<file path="config.mk">
export PLATFORM = sky130hd
export DESIGN_NAME = exp5_fluxo_dados
export DESIGN_NICKNAME = d
export VERILOG_FILES = /design/src/rtl/exp5_pkg.sv /design/src/rtl/exp5_contador_m.sv /design/src/rtl/exp5_fluxo_dados.sv
export SDC_FILE = /design/constraint.sdc
export NUM_CORES = 1
export LEC_CHECK = 0
export ABC_AREA = 1
export CORE_MARGIN = 10
export CORE_UTILIZATION = 45
export DETAILED_ROUTE_END_ITERATION = 16
export PLACE_DENSITY = 0.71
export SYNTH_ARGS = -nofsm -noshare
export SYNTH_HDL_FRONTEND = slang
export SYNTH_SLANG_ARGS = --single-unit
</file>
<file path="constraint.sdc">
create_clock -name clock -period 1.6 [get_ports clock]
set_input_delay 0.32 -clock clock [delete_from_list [all_inputs] [get_ports clock]]
set_output_delay 0.32 -clock clock [all_outputs]
set_load 0.1 [all_outputs]
</file>
<file path="src/rtl/exp5_pkg.sv">
// exp5_pkg: shared constants for the experiment-5 sequence-memory datapath.
//   LARGURA_DADO          width of button / play / ROM words
//   LARGURA_CONTADOR      width of the E and L position counters
//   TIMEOUT_CICLOS_PADRAO default play timeout in clock cycles (5 s at 1 kHz)
//   ROM_CONTEUDO          fixed game sequence, one-hot words, entry i at [i]
package exp5_pkg;

    localparam int LARGURA_DADO          = 4;
    localparam int LARGURA_CONTADOR      = 4;
    localparam int TIMEOUT_CICLOS_PADRAO = 5000;

    // Listed from address 15 down to address 0 so that ROM_CONTEUDO[a]
    // returns the word at address a.
    // Address order 0..15: 1,2,4,8,4,2,1,1,2,2,4,4,8,8,1,4
    localparam logic [15:0][LARGURA_DADO-1:0] ROM_CONTEUDO = {
        4'h4, 4'h1, 4'h8, 4'h8, 4'h4, 4'h4, 4'h2, 4'h2,
        4'h1, 4'h1, 4'h2, 4'h4, 4'h8, 4'h4, 4'h2, 4'h1
    };

endpackage

</file>
<file path="src/rtl/exp5_contador_m.sv">
// exp5_contador_m: mod-M up counter.
//   clock, reset_n : rising-edge clock, asynchronous active-low reset
//   zera_i         : synchronous clear, wins over conta_i
//   conta_i        : increment; M-1 wraps to 0
//   valor_o        : current count
//   fim_o          : count == M-1
module exp5_contador_m #(
    parameter int M = 16,
    parameter int W = 4
) (
    input  logic         clock,
    input  logic         reset_n,
    input  logic         zera_i,
    input  logic         conta_i,
    output logic [W-1:0] valor_o,
    output logic         fim_o
);

    localparam logic [W-1:0] MAXIMO = W'(M - 1);

    logic [W-1:0] valor_q;
    logic [W-1:0] valor_d;

    always_comb begin
        valor_d = valor_q;
        if (zera_i) begin
            valor_d = '0;
        end else if (conta_i) begin
            valor_d = (valor_q == MAXIMO) ? '0 : valor_q + 1'b1;
        end
    end

    always_ff @(posedge clock or negedge reset_n) begin
        if (!reset_n) begin
            valor_q <= '0;
        end else begin
            valor_q <= valor_d;
        end
    end

    assign valor_o = valor_q;
    assign fim_o   = (valor_q == MAXIMO);

endmodule

</file>
<file path="src/rtl/exp5_fluxo_dados.sv">
// exp5_fluxo_dados: datapath of the experiment-5 sequence-memory game.
// Executes the control unit's commands and produces its status signals.
//   clock, reset_n      : rising-edge clock, asynchronous active-low reset
//   zeraE/contaE        : clear / increment position counter E
//   zeraL/contaL        : clear / increment round-limit counter L
//   zeraR/registraR     : clear / load play register R from botoes
//   contaT              : run the play timer (timer clears while low)
//   botoes              : player buttons, one-hot when pressed
//   jogada              : one-cycle pulse on a new press
//   igualE              : ROM[E] == R
//   fimE / fimL         : E == N-1 / L == N-1
//   igualL              : E == L
//   timeout             : timer expired (held while contaT stays high)
//   db_contagem, db_limite, db_memoria, db_jogada : E, L, ROM[E], R
module exp5_fluxo_dados
    import exp5_pkg::*;
#(
    parameter int N              = 16,
    parameter int TIMEOUT_CICLOS = TIMEOUT_CICLOS_PADRAO
) (
    input  logic                        clock,
    input  logic                        reset_n,
    input  logic                        zeraE,
    input  logic                        contaE,
    input  logic                        zeraL,
    input  logic                        contaL,
    input  logic                        zeraR,
    input  logic                        registraR,
    input  logic                        contaT,
    input  logic [LARGURA_DADO-1:0]     botoes,
    output logic                        jogada,
    output logic                        igualE,
    output logic                        fimE,
    output logic                        igualL,
    output logic                        fimL,
    output logic                        timeout,
    output logic [LARGURA_CONTADOR-1:0] db_contagem,
    output logic [LARGURA_CONTADOR-1:0] db_limite,
    output logic [LARGURA_DADO-1:0]     db_memoria,
    output logic [LARGURA_DADO-1:0]     db_jogada
);

    // Timer is at least 13 bits wide; grows only for very long timeouts.
    localparam int LARGURA_T = ($clog2(TIMEOUT_CICLOS) > 13) ? $clog2(TIMEOUT_CICLOS) : 13;
    localparam logic [LARGURA_T-1:0] T_MAX = LARGURA_T'(TIMEOUT_CICLOS - 1);

    logic [LARGURA_CONTADOR-1:0] contagem_e;
    logic [LARGURA_CONTADOR-1:0] contagem_l;
    logic [LARGURA_DADO-1:0]     memoria;

    logic [LARGURA_DADO-1:0]     r_q;
    logic [LARGURA_DADO-1:0]     r_d;
    logic [LARGURA_T-1:0]        t_q;
    logic [LARGURA_T-1:0]        t_d;
    logic                        s0_q;
    logic                        s0_d;
    logic                        s1_q;
    logic                        s1_d;

    // ---------------- counters E and L ----------------
    exp5_contador_m #(
        .M (N),
        .W (LARGURA_CONTADOR)
    ) u_contador_e (
        .clock   (clock),
        .reset_n (reset_n),
        .zera_i  (zeraE),
        .conta_i (contaE),
        .valor_o (contagem_e),
        .fim_o   (fimE)
    );

    exp5_contador_m #(
        .M (N),
        .W (LARGURA_CONTADOR)
    ) u_contador_l (
        .clock   (clock),
        .reset_n (reset_n),
        .zera_i  (zeraL),
        .conta_i (contaL),
        .valor_o (contagem_l),
        .fim_o   (fimL)
    );

    // ---------------- next-state logic ----------------
    always_comb begin
        r_d = r_q;
        if (zeraR) begin
            r_d = '0;
        end else if (registraR) begin
            r_d = botoes;
        end

        // Saturating timer: parks at T_MAX so timeout stays asserted.
        t_d = t_q;
        if (!contaT) begin
            t_d = '0;
        end else if (t_q != T_MAX) begin
            t_d = t_q + 1'b1;
        end

        s0_d = |botoes;
        s1_d = s0_q;
    end

    always_ff @(posedge clock or negedge reset_n) begin
        if (!reset_n) begin
            r_q  <= '0;
            t_q  <= '0;
            s0_q <= 1'b0;
            s1_q <= 1'b0;
        end else begin
            r_q  <= r_d;
            t_q  <= t_d;
            s0_q <= s0_d;
            s1_q <= s1_d;
        end
    end

    // ---------------- status outputs ----------------
    assign memoria = ROM_CONTEUDO[contagem_e];
    assign igualE  = (memoria == r_q);
    assign igualL  = (contagem_e == contagem_l);
    // Gating with contaT makes timeout fall in the same cycle contaT drops.
    assign timeout = contaT && (t_q == T_MAX);
    // Rising edge of "any button pressed": one pulse per press.
    assign jogada  = s0_q & ~s1_q;

    assign db_contagem = contagem_e;
    assign db_limite   = contagem_l;
    assign db_memoria  = memoria;
    assign db_jogada   = r_q;

endmodule
</file>
==> results of run 1 <==
## layer usage
metal	vias to the layer above	global-route usage, %	wire length (um)
met3	17	3.057	308
met5	-	0	0
met1	850	17.17	2008
li1	907	-	-
met4	0	2.721	137
met2	55	30.57	2914
## area by class of cell
| class | instances | share of cell area (%) |
|---|---|---|
| repair buffers | 75 | 29.87 |
| inverters | 39 | 5.491 |
| clock buffers | 3 | 1.373 |
| clock inverters | 1 | 0.1664 |
| multi-input cells | 168 | 37.81 |
| flip-flops and latches | 27 | 23.29 |
| well taps | 48 | 1.997 |
## critical path, stage by stage (launching register included)
cell and delay (ns):
dfrtp_4 0.52, inv_4 0.09, ha_2 0.20, nand2_1 0.07
nand3_2 0.07, nand2_2 0.06, nand2_1 0.09, nand3_2 0.10
nor2_4 0.13, buf_12 0.18
## metrics by stage
step / util [%] / area, um^2 / setup TNS [ns] / hold WS, ns
after floorplan: - / 1922 / -2.069 / 0.02441
after global placement: 74.85 / 2740 / -0.3588 / 0.3644
after detailed placement: 74.85 / 2740 / -0.4456 / 0.3734
after CTS: 77.96 / 2854 / -2.412 / 0.3953
after global routing: 82.16 / 3008 / -3.135 / 0.4192
final: 82.16 / 3008 / -2.543 / 0.3942
## placed cells by master, fill, tap and decap left out, types with 5 or more instances in the layout
cell type | netlist | layout
a21oi_1 | 7 | 7
ha_4 | 0 | 5
nor2_1 | 24 | 20
buf_6 | 0 | 8
clkdlybuf4s50_1 | 0 | 12
o22ai_1 | 6 | 6
buf_4 | 2 | 33
nand2_2 | 3 | 13
dfrtp_1 | 27 | 19
nand4_1 | 7 | 7
dfrtp_4 | 0 | 6
nand2_1 | 62 | 46
buf_12 | 0 | 22
inv_1 | 36 | 29
nand3_2 | 3 | 10
nand3_1 | 25 | 16
## timing repair
item                                   in CTS  in global routing
gates resized for setup                     9                 30
setup endpoints to repair                   9                  9
setup buffers                               4                  7
pin swaps                                   6                  9
endpoints found under the hold margin       0                  0
## power groups by stage
stage,clock [mW],combinational [mW],sequential [mW]
2_1_floorplan,0,0.293,0.860
3_3_place_gp,0,0.667,0.757
6_report,0.388,0.730,0.742
3_5_place_dp,0,0.678,0.759
4_1_cts,0.399,0.703,0.740
5_1_grt,0.422,0.765,0.747
## sequential cells by signal (all words and copies together), names as in the netlist
signal,cells
u_contador_l.valor_o,4
t_q,13
u_contador_e.valor_o,4
s1_q,1
db_jogada,4
s0_q,1
## worst paths after layout
kind,start,endpoint,cells after the start
min in group asynchronous,reset_n,t_q[8],2
worst min-delay path,s0_q,s1_q,0
worst max-delay path,u_contador_e.valor_o[0],igualE,9
worst max register to register,u_contador_e.valor_o[1],u_contador_e.valor_o[3],7
max in group asynchronous,reset_n,u_contador_e.valor_o[1],2
worst min register to register,s0_q,s1_q,0
## kinds of logic after synthesis
group | Yosys count
xor+xnor | 5
simple gates | 135
flops | 27
buf+inv | 42
fa+ha+maj | 7
compound gates | 21
==> impl_metrics.csv, run 1 <==
group,metric,value,unit
run_status,status,"finished, violations left",
run_status,violations,"negative setup slack",
logic_synthesis,synth_fa_ha_area_share,5.117,%
final_layout,fin_nets,334,
logic_synthesis,yosysMostFrequentCell,"nand2_1",
logic_synthesis,synthArstFlopShare,100.0,%
final_layout,syn_to_final_growth,75.73,%
clock_network,cts_buffers,3,
clock_network,cts_hold_buf,0,
clock_network,path_clk_slew,0.09,ns
timing,slew_viol_final,0,
setup_path,required,1.28,ns
power,total_leakage_power,1.332,nW
grt,grt_pass1_vias,1869,
clock_network,clk_path_buf_depth,2,
clock_network,cts_root_buffer,"clkbuf_8",
clock_network,h-tree-depth,1,
routing,drc,0,
power,ir_drop,0.3678,mV
timing,rsz0062_at_grt,"yes",
logic_synthesis,synth_xor_area_share,2.558,%
floorplanning,die_y,81.68,um
power,combPwrFrac,39.2,%
final_layout,fillers,211,
logic_synthesis,synth_area_leader_cell,"dfrtp_1",
timing,hold_viol,0,
floorplanning,core,0.003661,mm^2
logic_synthesis,netlist_area,0.001712,mm^2
timing,maxSlewHeadroom,76.64,%
grt,grt_max_degree,28,
floorplanning,std_cell_rows,22,
routing,antenna_left,0,
logic_synthesis,synth-edff-count,0,
setup_path,worstSetupPathType,"reg2out",
timing,finalCritPeriodShare,131.7,%
routing,finalWirelength,5369,um
setup_path,cp_data_arrival_time,1.79,ns
routing,drt_iter0_markers,99,
timing,setup_slack,-0.5079,ns
logic_synthesis,ys_warn_count,0,
final_layout,multi_input_area,0.001137,mm^2
logic_synthesis,synth_top_family_by_area,"simple AND/OR/NAND/NOR gates",
logic_synthesis,synth_simple_gate_area_share,36.04,%
power,intPower,1.166,mW
power,switching_share,37.33,%
routing,wire_per_inst,14.87,um
place,post-dp-hpwl,3902,um
power,sequentialPowerShare,39.9,%
final_layout,final_cell_count_no_fill,361,
final_layout,drive_gt1_share,43.45,%
logic_synthesis,ys_top_cells_by_area,"dfrtp_1 39%, nand2_1 14%, inv_1 7.9%",
floorplanning,initial_utilization,46.75,%
floorplanning,fp.dieW,81.68,um
logic_synthesis,synth_top_cell_area_share,39.47,%
power,power.density,618.7,mW/mm^2
logic_synthesis,dominantRegCellSynth,"dfrtp_1",
setup_path,cp_max_fo,4,
logic_synthesis,synth_commonest_cells,"62 x nand2_1, 36 x inv_1, 27 x dfrtp_1, 25 x nand3_1, 24 x nor2_1",
routing,drtPass1Iterations,4,
place,port_buffers,34,
timing,tightest_slew,0.3504,ns
power,clkPwrFrac,20.9,%
worst_hold_path,min_path_type,"reg2reg",
timing,fmax,474.4,MHz
logic_synthesis,avgSynthCellArea,7.222,um^2
routing,route.vias.total,1829,
timing,setup_viol,9,
grt,gr-total-overflow,0,
logic_synthesis,synth.distinct_cells,26,
routing,vias_per_cell,5.066,
logic_synthesis,synth_compound_area_share,6.944,%
run,cap_violations,0,
grt,grt_usage,15.67,%
clock_network,worstSkewPairLatency,0.27,ns
logic_synthesis,ys_seq_area_share,39.47,%
place,gp_congestion,0.8524,
setup_path,r2r_slack,0.03,ns
final_layout,regArea,700.7,um^2
logic_synthesis,synth_nets,257,
final_layout,diodes,0,
floorplanning,die_area,0.006671,mm^2
logic_synthesis,synth_seq_cells,27,
grt,grt_antenna_before_repair,0,
clock_network,clock-sinks,27,
clock_network,cts_tree,"built",
place,place_ws,-0.2272,ns
power,power.switching,0.6947,mW
timing,period_needed,2.108,ns
setup_path,cp-end-kind,"output port",
grt,grt_pass1_wl,8473,um
logic_synthesis,muxShareOfSynthArea,0,%
logic_synthesis,synthCells,237,
place,dpl.cell_count,346,
setup_path,start_kind,"flop",
timing,finClkSkew,0.005281,ns
floorplanning,io_pins,35,
power,p_total,1.861,mW
Power figures use the tool's default switching activity.
==> run 2, diff against run 1 <==
--- a/config.mk
+++ b/config.mk
@@ -6,10 +6,12 @@
 export NUM_CORES = 1
 export LEC_CHECK = 0
 export ABC_AREA = 1
+export CAP_MARGIN = 20
 export CORE_MARGIN = 10
 export CORE_UTILIZATION = 45
 export DETAILED_ROUTE_END_ITERATION = 16
-export PLACE_DENSITY = 0.71
+export DONT_BUFFER_PORTS = 1
+export SLEW_MARGIN = 0
 export SYNTH_ARGS = -nofsm -noshare
 export SYNTH_HDL_FRONTEND = slang
 export SYNTH_SLANG_ARGS = --single-unit
==> impl_metrics.csv, run 2 (same netlist as run 1, synthesis figures left out) <==
group,metric,value,unit
clock_network,clk_path_buf_depth,2,
place,placed_area,0.002367,mm^2
power,power.density,648.8,mW/mm^2
final_layout,fin_nets,319,
setup_path,cp_slowest_cell,"dfrtp_4",
setup_path,cpPeakStageDelay,0.50,ns
routing,route.vias.total,1744,
place,place_ws,-0.2321,ns
timing,setup_slack,-0.5039,ns
timing,slew_viol_final,0,
routing,finalWirelength,4659,um
grt,gr-total-overflow,0,
final_layout,diodes,0,
final_layout,final_common_cell,"nand2_1",
timing,finClkSkew,0.009521,ns
final_layout,final_util,73.45,%
clock_network,h-tree-depth,1,
floorplanning,core,0.003661,mm^2
timing,rsz0062_at_grt,"yes",
setup_path,cp-end-kind,"output port",
clock_network,clock-sinks,27,
floorplanning,die_area,0.006671,mm^2
routing,wire_per_inst,13.47,um
grt,grt_max_degree,28,
floorplanning,die_y,81.68,um
floorplanning,std_cell_rows,22,
floorplanning,fp.dieW,81.68,um
timing,period_needed,2.104,ns
floorplanning,io_pins,35,
power,ir_drop,0.5368,mV
timing,maxSlewHeadroom,79.88,%
clock_network,cts_root_buffer,"clkbuf_8",
run,cap_violations,0,
setup_path,cp_data_arrival_time,1.78,ns
routing,drc,0,
timing,hold_viol,0,
routing,vias_per_cell,5.040,
grt,grt_usage,13.83,%
grt,grt_pass1_vias,1674,
run_status,violations,"negative setup slack",
setup_path,start_kind,"flop",
setup_path,cp_max_fo,5,
worst_hold_path,min_path_type,"in2reg",
clock_network,path_clk_slew,0.09,ns
timing,fmax,475.3,MHz
setup_path,worstSetupPathType,"reg2out",
final_layout,drive_gt1_share,42.28,%
timing,tightest_slew,0.3015,ns
final_layout,top_register,"t_q",
routing,drtPass1Iterations,4,
routing,drt_iter0_markers,74,
clock_network,cts_buffers,3,
place,post-dp-hpwl,3521,um
place,port_buffers,0,
final_layout,final_cell_mix,"52 x nand2_1, 44 x buf_4, 25 x inv_1, 20 x nand3_1, 20 x nor2_1",
final_layout,largest_reg_flops,13,
timing,finalCritPeriodShare,131.5,%
floorplanning,initial_utilization,46.75,%
setup_path,path_cells,"ha_4, ha_4, nand2_4, buf_12, nand2_8, nand2_2, nand2_1, nand3_2, nor2_4, buf_12",
clock_network,worstSkewPairLatency,0.28,ns
run_status,status,"finished, violations left",
grt,grt_pass1_wl,7369,um
place,gp_congestion,0.9207,
clock_network,cts_tree,"built",
grt,grt_antenna_before_repair,0,
final_layout,syn_to_final_growth,57.09,%
setup_path,required,1.28,ns
power,total_leakage_power,1.198,nW
timing,setup_viol,9,
routing,antenna_left,0,
final_layout,design_area,0.002689,mm^2
## run 2: cell types whose count changed in the layout (fill, tap and decap cells not counted), moves of 2 or more
cell,before,now
nand2_4,4,2
nand2_2,13,8
clkdlybuf4s50_1,12,0
nand2_1,46,52
buf_4,33,44
buf_12,22,10
nand3_1,16,20
inv_2,4,7
buf_6,8,4
inv_1,29,25
nand3_2,10,6
## run 2: layout make-up
type | count | area (um^2)
Clock buffer | 3 | 41.29
Clock inverter | 1 | 7.507
Fill cell | 264 | 972.2
Inverter | 39 | 167.7
Multi-Input combinational cell | 168 | 1111
Sequential cell | 27 | 700.7
Tap cell | 48 | 60.06
Timing Repair Buffer | 60 | 600.6
## run 2: path summary, 6_finish.rpt
path / from / end / slack (ns) / depth (start not counted)
worst max-delay path: u_contador_e.valor_o[1] / igualE / -0.50 / 10
worst min-delay path: contaT / t_q[11] / 0.14 / 2
worst max register to register: u_contador_l.valor_o[0] / u_contador_l.valor_o[3] / 0.19 / 6
worst min register to register: s0_q / s1_q / 0.39 / 0
max in group asynchronous: reset_n / u_contador_e.valor_o[1] / 0.98 / 2
min in group asynchronous: reset_n / t_q[1] / 0.46 / 2
## run 2: stage by stage
| step | power [mW] | instances | setup TNS (ns) | hold slack (ns) |
|---|---|---|---|---|
| 6_report | 1.744 | 346 | -2.556 | 0.1444 |
| 5_1_grt | 1.816 | 346 | -3.020 | 0.1572 |
| 4_1_cts | 1.742 | 343 | -2.560 | 0.1427 |
| 3_5_place_dp | 1.297 | 327 | -0.6422 | 0.02527 |
| 3_3_place_gp | 1.290 | 327 | -0.4876 | 0.02520 |
| 2_1_floorplan | 1.153 | 237 | -2.069 | 0.02441 |
## run 2: worst max-delay path: cells and delay by family, from the launching register on
| family | cells | cell delay (ns) |
|---|---|---|
| flops | 1 | 0.50 |
| fa+ha+maj | 2 | 0.30 |
| buf+inv | 2 | 0.30 |
| simple gates | 6 | 0.41 |
## run 2: metal layers
layer / vias to the layer above / track usage, % / part of all wire [%]
met3: 7 / 2.838 / 5.3
met4: 0 / 5.272 / 1.4
met2: 43 / 25.67 / 54
met1: 808 / 15.06 / 40
met5: - / 0 / 0
li1: 886 / - / -
## run 2: power breakdown
part,internal [mW],switching (mW)
Clock,0.177,0.209
Sequential,0.709,0.0312
Combinational,0.202,0.416
## run 2: repair_timing
item | 4_1_cts | 5_1_grt
pin swaps | 8 | 3
setup buffers | 10 | 3
endpoints found under the setup margin | 9 | 9
hold endpoints to repair | 27 | 0
gates resized for setup | 22 | 14
hold buffers | 2 | 0
==> run 3, diff against run 2 <==
--- a/config.mk
+++ b/config.mk
@@ -6,7 +6,7 @@
 export NUM_CORES = 1
 export LEC_CHECK = 0
 export ABC_AREA = 1
-export CAP_MARGIN = 20
+export CAP_MARGIN = 30
 export CORE_MARGIN = 10
 export CORE_UTILIZATION = 45
 export DETAILED_ROUTE_END_ITERATION = 16
==> results of run 3 <==
Same layout as run 2: the final DEF is identical, and so are final timing and power.
